===== config.mk =====
export PLATFORM = sky130hd
export DESIGN_NAME = fib_step_ctrl
export DESIGN_NICKNAME = d
export VERILOG_FILES = /design/src/rtl/fib_ctrl_pkg.sv /design/src/rtl/fib_edge_det.sv /design/src/rtl/fib_step_ctrl.sv
export SDC_FILE = /design/constraint.sdc
export NUM_CORES = 1
export LEC_CHECK = 0
export ABC_AREA = 1
export CAP_MARGIN = 20
export CORE_ASPECT_RATIO = 1.5
export CORE_MARGIN = 4
export CORE_UTILIZATION = 36
export CTS_CLUSTER_SIZE = 14
export DETAILED_ROUTE_END_ITERATION = 12
export PLACE_DENSITY = 0.6
export SLEW_MARGIN = 10
export SYNTH_ARGS = -nofsm -noshare
export SYNTH_HDL_FRONTEND = slang
export SYNTH_SLANG_ARGS = --single-unit

===== constraint.sdc =====
create_clock -name clk -period 2.8 [get_ports clk]
set_input_delay 0.56 -clock clk [delete_from_list [all_inputs] [get_ports clk]]
set_output_delay 0.56 -clock clk [all_outputs]
set_load 0.02 [all_outputs]

===== src/rtl/fib_ctrl_pkg.sv =====
// Shared state encodings and default parameters for the Fibonacci sequencing controller.
package fib_ctrl_pkg;

  localparam int unsigned FIB_STATE_W          = 2;
  localparam int unsigned FIB_TICK_DIV_DEFAULT = 25000000;
  localparam int unsigned FIB_CNT_W_DEFAULT    = 25;

  typedef enum logic [FIB_STATE_W-1:0] {
    FIB_IDLE  = 2'd0,
    FIB_RUN   = 2'd1,
    FIB_PAUSE = 2'd2,
    FIB_HALT  = 2'd3
  } fib_state_e;

  localparam logic [7:0] FIB_COUNT_MAX = 8'hFF;

endpackage


===== src/rtl/fib_edge_det.sv =====
// Registered rising-edge detector: one register stage on the button, then a registered
// one-cycle pulse when the registered level rises.
module fib_edge_det (
  input  logic clk,
  input  logic reset,
  input  logic btn,
  output logic pulse
);

  logic btn_q;
  logic btn_prev_q;
  logic pulse_q;

  always_ff @(posedge clk or negedge reset) begin
    if (!reset) begin
      btn_q      <= 1'b0;
      btn_prev_q <= 1'b0;
      pulse_q    <= 1'b0;
    end else begin
      btn_q      <= btn;
      btn_prev_q <= btn_q;
      pulse_q    <= btn_q & ~btn_prev_q;
    end
  end

  assign pulse = pulse_q;

endmodule


===== src/rtl/fib_step_ctrl.sv =====
// Start/pause/single-step sequencer with step-rate prescaler and carry-driven overflow
// supervision. Define FIB_AUTOWRAP_EN to reload the datapath on overflow instead of halting.
module fib_step_ctrl
  import fib_ctrl_pkg::*;
#(
  parameter int unsigned TICK_DIV = FIB_TICK_DIV_DEFAULT,
  parameter int unsigned CNT_W    = FIB_CNT_W_DEFAULT
) (
  input  logic                   clk,
  input  logic                   reset,
  input  logic                   start_btn,
  input  logic                   pause_btn,
  input  logic                   step_btn,
  input  logic                   carry_in,
  output logic                   step_en,
  output logic                   load_init,
  output logic [FIB_STATE_W-1:0] state,
  output logic                   overflow,
  output logic [7:0]             step_count
);

  localparam logic [CNT_W-1:0] TickLast = CNT_W'(TICK_DIV - 1);

  logic start_pulse;
  logic pause_pulse;
  logic step_pulse;

  fib_edge_det u_start_det (
    .clk   (clk),
    .reset (reset),
    .btn   (start_btn),
    .pulse (start_pulse)
  );

  fib_edge_det u_pause_det (
    .clk   (clk),
    .reset (reset),
    .btn   (pause_btn),
    .pulse (pause_pulse)
  );

  fib_edge_det u_step_det (
    .clk   (clk),
    .reset (reset),
    .btn   (step_btn),
    .pulse (step_pulse)
  );

  fib_state_e       state_q;
  logic [CNT_W-1:0] cnt_q;
  logic             step_en_q;
  logic             load_init_q;
  logic             overflow_q;
  logic [7:0]       step_count_q;

  logic tick;
  logic issue;

  assign tick = (cnt_q == TickLast);

  // A step attempt happens only when no higher-priority event claims the cycle.
  always_comb begin
    issue = 1'b0;
    if (!start_pulse && !pause_pulse) begin
      if (state_q == FIB_RUN) begin
        issue = tick;
      end else if (state_q == FIB_PAUSE) begin
        issue = step_pulse;
      end
    end
  end

  always_ff @(posedge clk or negedge reset) begin
    if (!reset) begin
      state_q      <= FIB_IDLE;
      cnt_q        <= '0;
      step_en_q    <= 1'b0;
      load_init_q  <= 1'b0;
      overflow_q   <= 1'b0;
      step_count_q <= '0;
    end else begin
      step_en_q   <= 1'b0;
      load_init_q <= 1'b0;
      if (start_pulse) begin
        state_q      <= FIB_RUN;
        cnt_q        <= '0;
        load_init_q  <= 1'b1;
        overflow_q   <= 1'b0;
        step_count_q <= '0;
      end else begin
        case (state_q)
          FIB_RUN: begin
            if (pause_pulse) begin
              state_q <= FIB_PAUSE;
            end else if (tick) begin
              cnt_q <= '0;
            end else begin
              cnt_q <= cnt_q + CNT_W'(1);
            end
          end
          FIB_PAUSE: begin
            if (pause_pulse) begin
              state_q <= FIB_RUN;
            end
          end
          FIB_IDLE: ;
          FIB_HALT: ;
          default: state_q <= FIB_IDLE;
        endcase

        if (issue) begin
          if (!carry_in) begin
            step_en_q <= 1'b1;
            if (step_count_q != FIB_COUNT_MAX) begin
              step_count_q <= step_count_q + 8'd1;
            end
          end else begin
            overflow_q <= 1'b1;
`ifdef FIB_AUTOWRAP_EN
            load_init_q  <= 1'b1;
            step_count_q <= '0;
`else
            state_q <= FIB_HALT;
`endif
          end
        end
      end
    end
  end

  assign step_en    = step_en_q;
  assign load_init  = load_init_q;
  assign state      = state_q;
  assign overflow   = overflow_q;
  assign step_count = step_count_q;

endmodule


-- Word level (Yosys, flattened, before mapping)
Index checks and enable logic that the tools add are counted.
- magnitude comparators: 0
- add/sub/neg operators: 2
- div/mod/pow operators: 0
- multiply operators: 0
- shift operators: 0
- muxes and demuxes: 24
- equal/unequal tests: 6
- reductions and logical operators: 10
- bitwise logic cells: 6
- operator list (cell ; number):
    25-bit two-way mux ; 4
    8-bit two-way mux ; 4
    25-bit by 1-bit adder with 25-bit output (second input constant) ; 1
    25-bit == test (second input constant) ; 1
    1-bit two-way mux ; 10
    2-bit two-way mux ; 5
    8-bit by 1-bit adder with 8-bit output (second input constant) ; 1
    8-bit inequality test (second input constant) ; 1
    2-bit nonzero test ; 4
    2-bit one-hot mux with 2 select lines ; 1
    2-bit AND reduction ; 2
    1-bit bitwise AND ; 3
    1-bit inverter ; 3
    3-bit AND reduction ; 1
    2-bit by 1-bit == test with 1-bit output (second input constant) ; 1
    2-bit == test (second input constant) ; 1
    1-bit zero test ; 2
    2-bit by 1-bit inequality test with 1-bit output (second input constant) ; 1
    2-bit inequality test (second input constant) ; 1
    1-bit logical AND ; 1
- bits in latches: 0
- logic and storage cells: 63
- output and inout bits: 13
- memory bits (writable): 0
- bits of input ports: 6
- ROM bits: 0
- memories kept: 0
- bits in registers: 47

-- Logic depth before layout (Yosys ltp)
Gate-level depths: netlist (run 1).
- depth after elaboration: 6
- gate-level depth with buffers: 11
- depth with buffers taken out: 11

-- Cells and area by module
Synthesis (run 1) repeated with hierarchy kept, for this count alone.
- cells, all modules: 338
- area total of the unflattened synthesis: 2583.7 um2
- by module, submodules not included (module ; cells each ; times used ; area an instance (um2)):
    fib_step_ctrl ; 323 ; 1 ; 2328.5
    fib_edge_det ; 5 ; 3 ; 85.1

-- Worst setup path after synthesis (run 1)
Ideal clock, no wire load.
- path kind: register -> register
- start: register step_count_q[0] (netlist: step_count[0])
- end: register step_count_q[4] (netlist: step_count[4])
- setup time: 0.117 ns
- buffers on the path: 0
- arrival time: 1.461 ns
- clock period less this slack: 1.579 ns
- cell stages (with the launch flop): 10
- slack: 1.221 ns
- cell sequence: dfrtp_1 > ha_1 > nand2_1 > inv_1 > nand2_1 > nor3_1 > nor2_2 > nand3_4 > nand3_1 > nand2_1
- longest elaborated chain between the ends: 5
- RTL lines (item ; line ; source):
    start: declaration ; fib_step_ctrl.sv:54 ; logic [7:0] step_count_q;
    start signal: assignment ; fib_step_ctrl.sv:115 ; step_count_q <= step_count_q + 8'd1;
    8-bit by 1-bit adder with 8-bit output ; fib_step_ctrl.sv:115 ;
    8-bit two-way mux ; fib_step_ctrl.sv:114 ; if (step_count_q != FIB_COUNT_MAX) begin
    8-bit two-way mux ; fib_step_ctrl.sv:112 ; if (!carry_in) begin
    8-bit two-way mux ; fib_step_ctrl.sv:111 ; if (issue) begin
    8-bit two-way mux ; fib_step_ctrl.sv:84 ; if (start_pulse) begin
Several ways; a longest one is shown, not always the timed one. The select of a mux whose other input is x is not followed.
A chain may end at the register's enable or synchronous reset.

-- Worst setup path in the final report (run 1)
- start: register step_count_q[3] (netlist: step_count[3])
- end: output port step_count[3]
- RTL lines (item ; line ; source):
    end: declaration ; fib_step_ctrl.sv:19 ; output logic [7:0] step_count
No word-level cell between the ends.

==> flow_summary.yaml, run 1 <==
job:
  maxCapViolCount: 0
synthesis:
  synth_adder_area_share: 0.00979
  syn-cell-area_sq_mm: 0.00255
  syn-num-nets: 334
  yosys.cell_types.count: 31
  synthMuxAreaShare: 0
  synth_compound_area_frac: 0.0793
  synthXorXnorAreaFrac: 0.0274
  synth_simple_gate_area_frac: 0.339
  synth_top_family_by_area: "simple AND/OR/NAND/NOR gates"
  synth-seq-cells: 47
  synth-seq-area-share: 0.460
  synth.avg_cell_area_sq_um: 7.84
  synthCells: 326
  synth_warnings: 0
worst_setup_path:
  cp_data_required_time_ns: 2.24
  rrSetupSlack_ns: 1.03
  critPathMaxFanout: 7
  worst_path_largest_cell_delay_ns: 0.65
  critPathSlowestCell: "clkdlybuf4s50_1"
  rr_startpoint: "cnt_q[0]"
  endpoint: "step_count[3]"
  cp-end-kind: "primary output"
  cp_top_family: "buffers and inverters"
  crit_type: "reg -> out"
  r2r_cells: 10
  worstSetupStartpointType: "flop"
  cp_num_cells: 1
  crit_arrival_ns: 1.44
  startpoint: "step_count[3]"
  worstPathCellList: "clkdlybuf4s50_1"
  timing.rr.end: "cnt_q[20]"
  crit_buf_inv: 1
drt:
  vias: 2220
  wl_per_cell_um: 13.8
  routed_wl_um: 5880
  final_antenna_net_count: 0
  drc: 0
  drt_iter0_markers: 109
  via_per_inst: 5.20
  drtPass1Iterations: 4
die:
  die_height_um: 111
  fp.dieArea_sq_mm: 0.00854
  initial_utilization: 0.370
  row_count: 37
  core_area_sq_mm: 0.00690
  io_pins: 19
  fp.dieW_um: 76.8
clocking:
  cts_buffers: 5
  holdBufCountCts: 0
  cts_tree: "built"
  postCtsSetupBuffers: 0
  cts_resized: 0
  clk_pin_slew_ns: 0.10
  clock_path_buffers: 2
  clock_sinks: 47
  clk_latency_ns: 0.31
  cts_max_level: 2
  root_buffer: "clkbuf_8"
grt:
  antenna_found_initial: 0
  grt_max_degree: 31
  grt_pass1_wl_um: 10100
  grt.total_usage: 0.145
  grt_pass1_vias: 2216
  grt_overflow: 0
cells_and_area:
  filler_cell_count: 702
  multi_input_area_sq_mm: 0.00116
  layout-drive-gt1-share: 0.0946
  final_cells: 427
  n_antenna_cell: 0
  final_util: 0.423
  layout.nets: 356
  syn2layout_area_growth_pct: 14.3
  seq_area_sq_mm: 0.00118
placement:
  gp_congestion: 0.858
  hpwl_um: 4400
  io_buffers: 18
  placed_cells: 419
timing:
  setup-violations-final: 0
  final.min_clock_period_ns: 2.00
  fmax_mhz: 500
  drv_slew: 0
  slew_headroom: 0.709
  tightest_slew_ns: 0.436
  tns_ns: 0
  fin_skew_ns: 0.0140
  worst_hold_slack_ns: 0.172
  hold_violations: 0
  rsz0062_at_grt: "no"
  post-route-period-util: 0.714
power:
  peakVddDrop_v: 0.000240
  power_leakage_nw: 1.37
  p_total_mw: 1.44
  powerDensity_mw_per_mm2: 492
worst_hold_path:
  hold_path_class: "in -> async"
outcome:
  outcome: "complete, no violations"
[state kept, by name, summed over array words and instances, names as in the netlist]
| name | cells |
|---|---|
| u_pause_det.btn_q | 1 |
| u_pause_det.btn_prev_q | 1 |
| u_step_det.pulse | 1 |
| u_step_det.btn_q | 1 |
| u_pause_det.pulse | 1 |
| load_init | 1 |
| u_start_det.pulse | 1 |
| state | 2 |
| cnt_q | 25 |
| u_step_det.btn_prev_q | 1 |
| overflow | 1 |
| step_count | 8 |
| u_start_det.btn_q | 1 |
| step_en | 1 |
| u_start_det.btn_prev_q | 1 |
[cell families after synthesis]
| logic type | after synthesis |
|---|---|
| fa+ha+maj | 2 |
| buf+inv | 53 |
| compound gates | 39 |
| simple gates | 177 |
| xor+xnor | 8 |
| flops | 47 |
[metrics by stage]
step | cell area, sq um | setup slack, ns
3_5_place_dp | 2800 | 0.987
4_1_cts | 2920 | 0.781
3_3_place_gp | 2800 | 0.989
2_1_floorplan | 2550 | 1.22
6_report | 2920 | 0.802
5_1_grt | 2920 | 0.734
[how the worst min path moves through the flow]
stage / from / to / slack, ns
finish: reset / cnt_q[20] / 0.17
global route: reset / cnt_q[20] / 0.21
CTS: reset / cnt_q[20] / 0.20
detailed placement: u_pause_det.btn_q / u_pause_det.btn_prev_q / 0.36
global placement: u_start_det.btn_q / u_start_det.btn_prev_q / 0.36
floorplan: reset / cnt_q[0] / 0.26
[cell usage in the layout, fill, tap and decap left out]
| master | netlist | routed |
|---|---|---|
| nand4_1 | 15 | 15 |
| clkinv_1 | 1 | 1 |
| nand3_1 | 30 | 30 |
| o21ai_0 | 11 | 11 |
| nor2_4 | 2 | 2 |
| nor3_2 | 2 | 2 |
| nand3_4 | 1 | 1 |
| inv_2 | 3 | 3 |
| clkdlybuf4s50_1 | 0 | 17 |
| nor2_1 | 32 | 32 |
| nand2_1 | 72 | 72 |
| clkinvlp_4 | 0 | 1 |
| o21ai_1 | 7 | 7 |
| xnor2_1 | 1 | 1 |
| nand2_4 | 2 | 2 |
| o22ai_1 | 1 | 1 |
| a31oi_1 | 1 | 1 |
| o31ai_1 | 1 | 1 |
| buf_4 | 0 | 1 |
| nand2_2 | 4 | 4 |
| inv_6 | 0 | 1 |
| inv_1 | 45 | 45 |
| nor2_2 | 5 | 5 |
| dfrtp_1 | 47 | 47 |
| ha_1 | 2 | 2 |
| nor3b_1 | 1 | 1 |
| nand3_2 | 3 | 3 |
| nor2_8 | 1 | 1 |
| clkbuf_8 | 0 | 5 |
| xor2_1 | 7 | 7 |
| o211ai_1 | 1 | 1 |
| bufinv_16 | 0 | 1 |
| buf_2 | 1 | 1 |
| a21oi_1 | 17 | 17 |
| nor3_1 | 7 | 7 |
[synthesized netlist by cell type, drive strengths merged]
cell | n | share of area
nand2 | 78 | 0.12
dfrtp | 47 | 0.46
buf | 4 | 0.012
nand3 | 34 | 0.077
inv | 48 | 0.071
xnor2 | 1 | 0.0034
nor3 | 9 | 0.022
ha | 2 | 0.0098
nor2 | 40 | 0.076
o211ai | 1 | 0.0029
o31ai | 1 | 0.0029
a31oi | 1 | 0.0025
xor2 | 7 | 0.024
o21ai | 18 | 0.035
a21oi | 17 | 0.033
nand4 | 15 | 0.037
nor3b | 1 | 0.0029
clkinv | 1 | 0.0015
o22ai | 1 | 0.0025
[power by group]
part	internal [mW]	total, mW	switching, mW
combinational	0.0592	0.170	0.111
sequential	0.709	0.742	0.0331
clock	0.269	0.524	0.254
total	1.04	1.44	0.398
[metal layers]
| layer | global-route usage | share of wire | routed length (um) |
|---|---|---|---|
| met1 | 0.164 | 0.42 | 2450 |
| met2 | 0.256 | 0.51 | 2990 |
| met3 | 0.0285 | 0.037 | 217 |
| met4 | 0.0701 | 0.037 | 215 |
| met5 | 0 | 0 | 0 |
[final cells by class]
class | count | area share
clock inverters | 3 | 0.0159
flip-flops and latches | 47 | 0.403
clock buffers | 5 | 0.0236
well taps | 78 | 0.0334
inverters | 49 | 0.0630
multi-input cells | 226 | 0.399
repair buffers | 19 | 0.0626
Power figures use the tool's default switching activity.
==> run 2: changes to the inputs <==
--- a/config.mk
+++ b/config.mk
@@ -12,7 +12,7 @@
 export CORE_UTILIZATION = 36
 export CTS_CLUSTER_SIZE = 14
 export DETAILED_ROUTE_END_ITERATION = 12
-export PLACE_DENSITY = 0.6
+export PLACE_DENSITY = 0.62
 export SLEW_MARGIN = 10
 export SYNTH_ARGS = -nofsm -noshare
 export SYNTH_HDL_FRONTEND = slang
==> constraint.sdc (replaced) <==
create_clock -name clk -period 1.8 [get_ports clk]
set_input_delay 0.36 -clock clk [delete_from_list [all_inputs] [get_ports clk]]
set_output_delay 0.36 -clock clk [all_outputs]
set_load 0.02 [all_outputs]
==> run 2 against run 1 <==
Routed wire length up 6.9%. Non-clock buffer count rose by 14. Critical endpoint is now state[0]. Die area unchanged.
==> flow_summary.yaml, run 2 (same netlist as run 1, synthesis figures left out) <==
outcome:
  outcome: "complete, no violations"
cells_and_area:
  syn2layout_area_growth_pct: 21.3
  final_cells: 442
  final_common_cell: "nand2_1"
  layout-drive-gt1-share: 0.140
  layout.nets: 371
  largest_register_ffs: 25
  regMostFlops: "cnt_q"
  n_antenna_cell: 0
  final_cell_mix: "72 x nand2_1, 47 x dfrtp_1, 45 x inv_1"
  stdcell_area_sq_mm: 0.00310
timing:
  rsz0062_at_grt: "no"
  final.min_clock_period_ns: 1.72
  fin_skew_ns: 0.0115
  hold_violations: 0
  setup-violations-final: 0
  tightest_slew_ns: 0.464
  tns_ns: 0
  fmax_mhz: 582
  post-route-period-util: 0.955
  drv_slew: 0
  slew_headroom: 0.689
die:
  fp.dieW_um: 76.8
  row_count: 37
  fp.dieArea_sq_mm: 0.00854
  io_pins: 19
  core_area_sq_mm: 0.00690
  die_height_um: 111
  initial_utilization: 0.370
worst_setup_path:
  crit_type: "reg -> out"
  cp_top_family: "buffers and inverters"
  worst_path_largest_cell_delay_ns: 0.64
  worstSetupStartpointType: "flop"
  critPathMaxFanout: 4
  worstPathCellList: "clkdlybuf4s50_1"
  cp-end-kind: "primary output"
  crit_buf_inv: 1
  crit_arrival_ns: 1.36
  critPathSlowestCell: "clkdlybuf4s50_1"
  cp_data_required_time_ns: 1.44
clocking:
  root_buffer: "clkbuf_8"
  clock_path_buffers: 2
  clock_sinks: 47
  cts_max_level: 2
  cts_buffers: 5
  clk_latency_ns: 0.31
  cts_tree: "built"
  clk_pin_slew_ns: 0.10
drt:
  highest_layer: "met4"
  drt_iter0_markers: 130
  wl_met3_um: 246
  routed_wl_um: 6280
  wl_per_cell_um: 14.2
  drtPass1Iterations: 5
  met2_length_um: 3270
  met1_length_um: 2520
  vias: 2321
  via_per_inst: 5.25
  final_antenna_net_count: 0
  drc: 0
grt:
  grt_max_degree: 48
  grt_overflow: 0
  antenna_found_initial: 0
  grt.total_usage: 0.155
  grt_pass1_vias: 2333
  grt_pass1_wl_um: 10800
placement:
  placed_cells: 425
  postPlaceCellArea_sq_mm: 0.00287
  hpwl_um: 4650
  io_buffers: 18
  gp_congestion: 0.911
power:
  peakVddDrop_v: 0.000422
  powerDensity_mw_per_mm2: 752
  power_leakage_nw: 1.52
  p_total_mw: 2.33
worst_hold_path:
  hold_path_class: "in -> async"
job:
  maxCapViolCount: 0
## run 2: cell types whose count changed in the layout (fill, tap and decap cells not counted), moves of 2 or more
cell / change
buf_12: +2
buf_4: +12
clkdlybuf4s50_1: -4
dlymetal6s2s_1: +3
nor2_4: +2
## run 2: report_power, final
| part | internal, mW | switching (mW) |
|---|---|---|
| registers | 1.10 | 0.0589 |
| logic | 0.162 | 0.199 |
| clock network | 0.421 | 0.387 |
## run 2: layout make-up
type                    count  area (sq um)
well taps                  78          97.6
flip-flops and latches     47          1180
fillers                   679          3800
clock inverters             3          47.5
multi-input cells         227          1210
repair buffers             33           319
inverters                  49           184
clock buffers               5          68.8
## run 2: timing repair
item	CTS	global route
hold buffers	0	0
cloned	0	1
pin swaps	0	5
gates resized for setup	1	11
setup endpoints to repair	1	28
buffers inserted	0	8
## run 2: metrics by stage
stage	worst slack, ns	hold WS (ns)	util
4_1_cts	0.00531	0.0334	0.433
2_1_floorplan	0.221	0.0644	-
6_report	0.0806	0.0234	0.449
5_1_grt	0.00403	0.0387	0.449
3_3_place_gp	0.129	0.358	0.417
3_5_place_dp	0.106	0.361	0.417
## run 2: metal layers
metal / vias up / track usage
met3: 18 / 0.0228
met2: 75 / 0.272
met1: 1098 / 0.181
li1: 1130 / -
met5: - / 0
met4: 0 / 0.0786
## run 2: final timing paths
check / start / end / slack (ns) / depth (start not counted)
max in group asynchronous: reset / step_count[6] / 1.56 / 2
worst min-delay path: reset / step_count[0] / 0.02 / 2
worst max-delay path: state[0] / state[0] / 0.08 / 1
worst max register to register: cnt_q[2] / cnt_q[13] / 0.16 / 7
worst min register to register: u_pause_det.btn_q / u_pause_det.btn_prev_q / 0.38 / 0
min in group clk: u_pause_det.btn_q / u_pause_det.btn_prev_q / 0.38 / 0
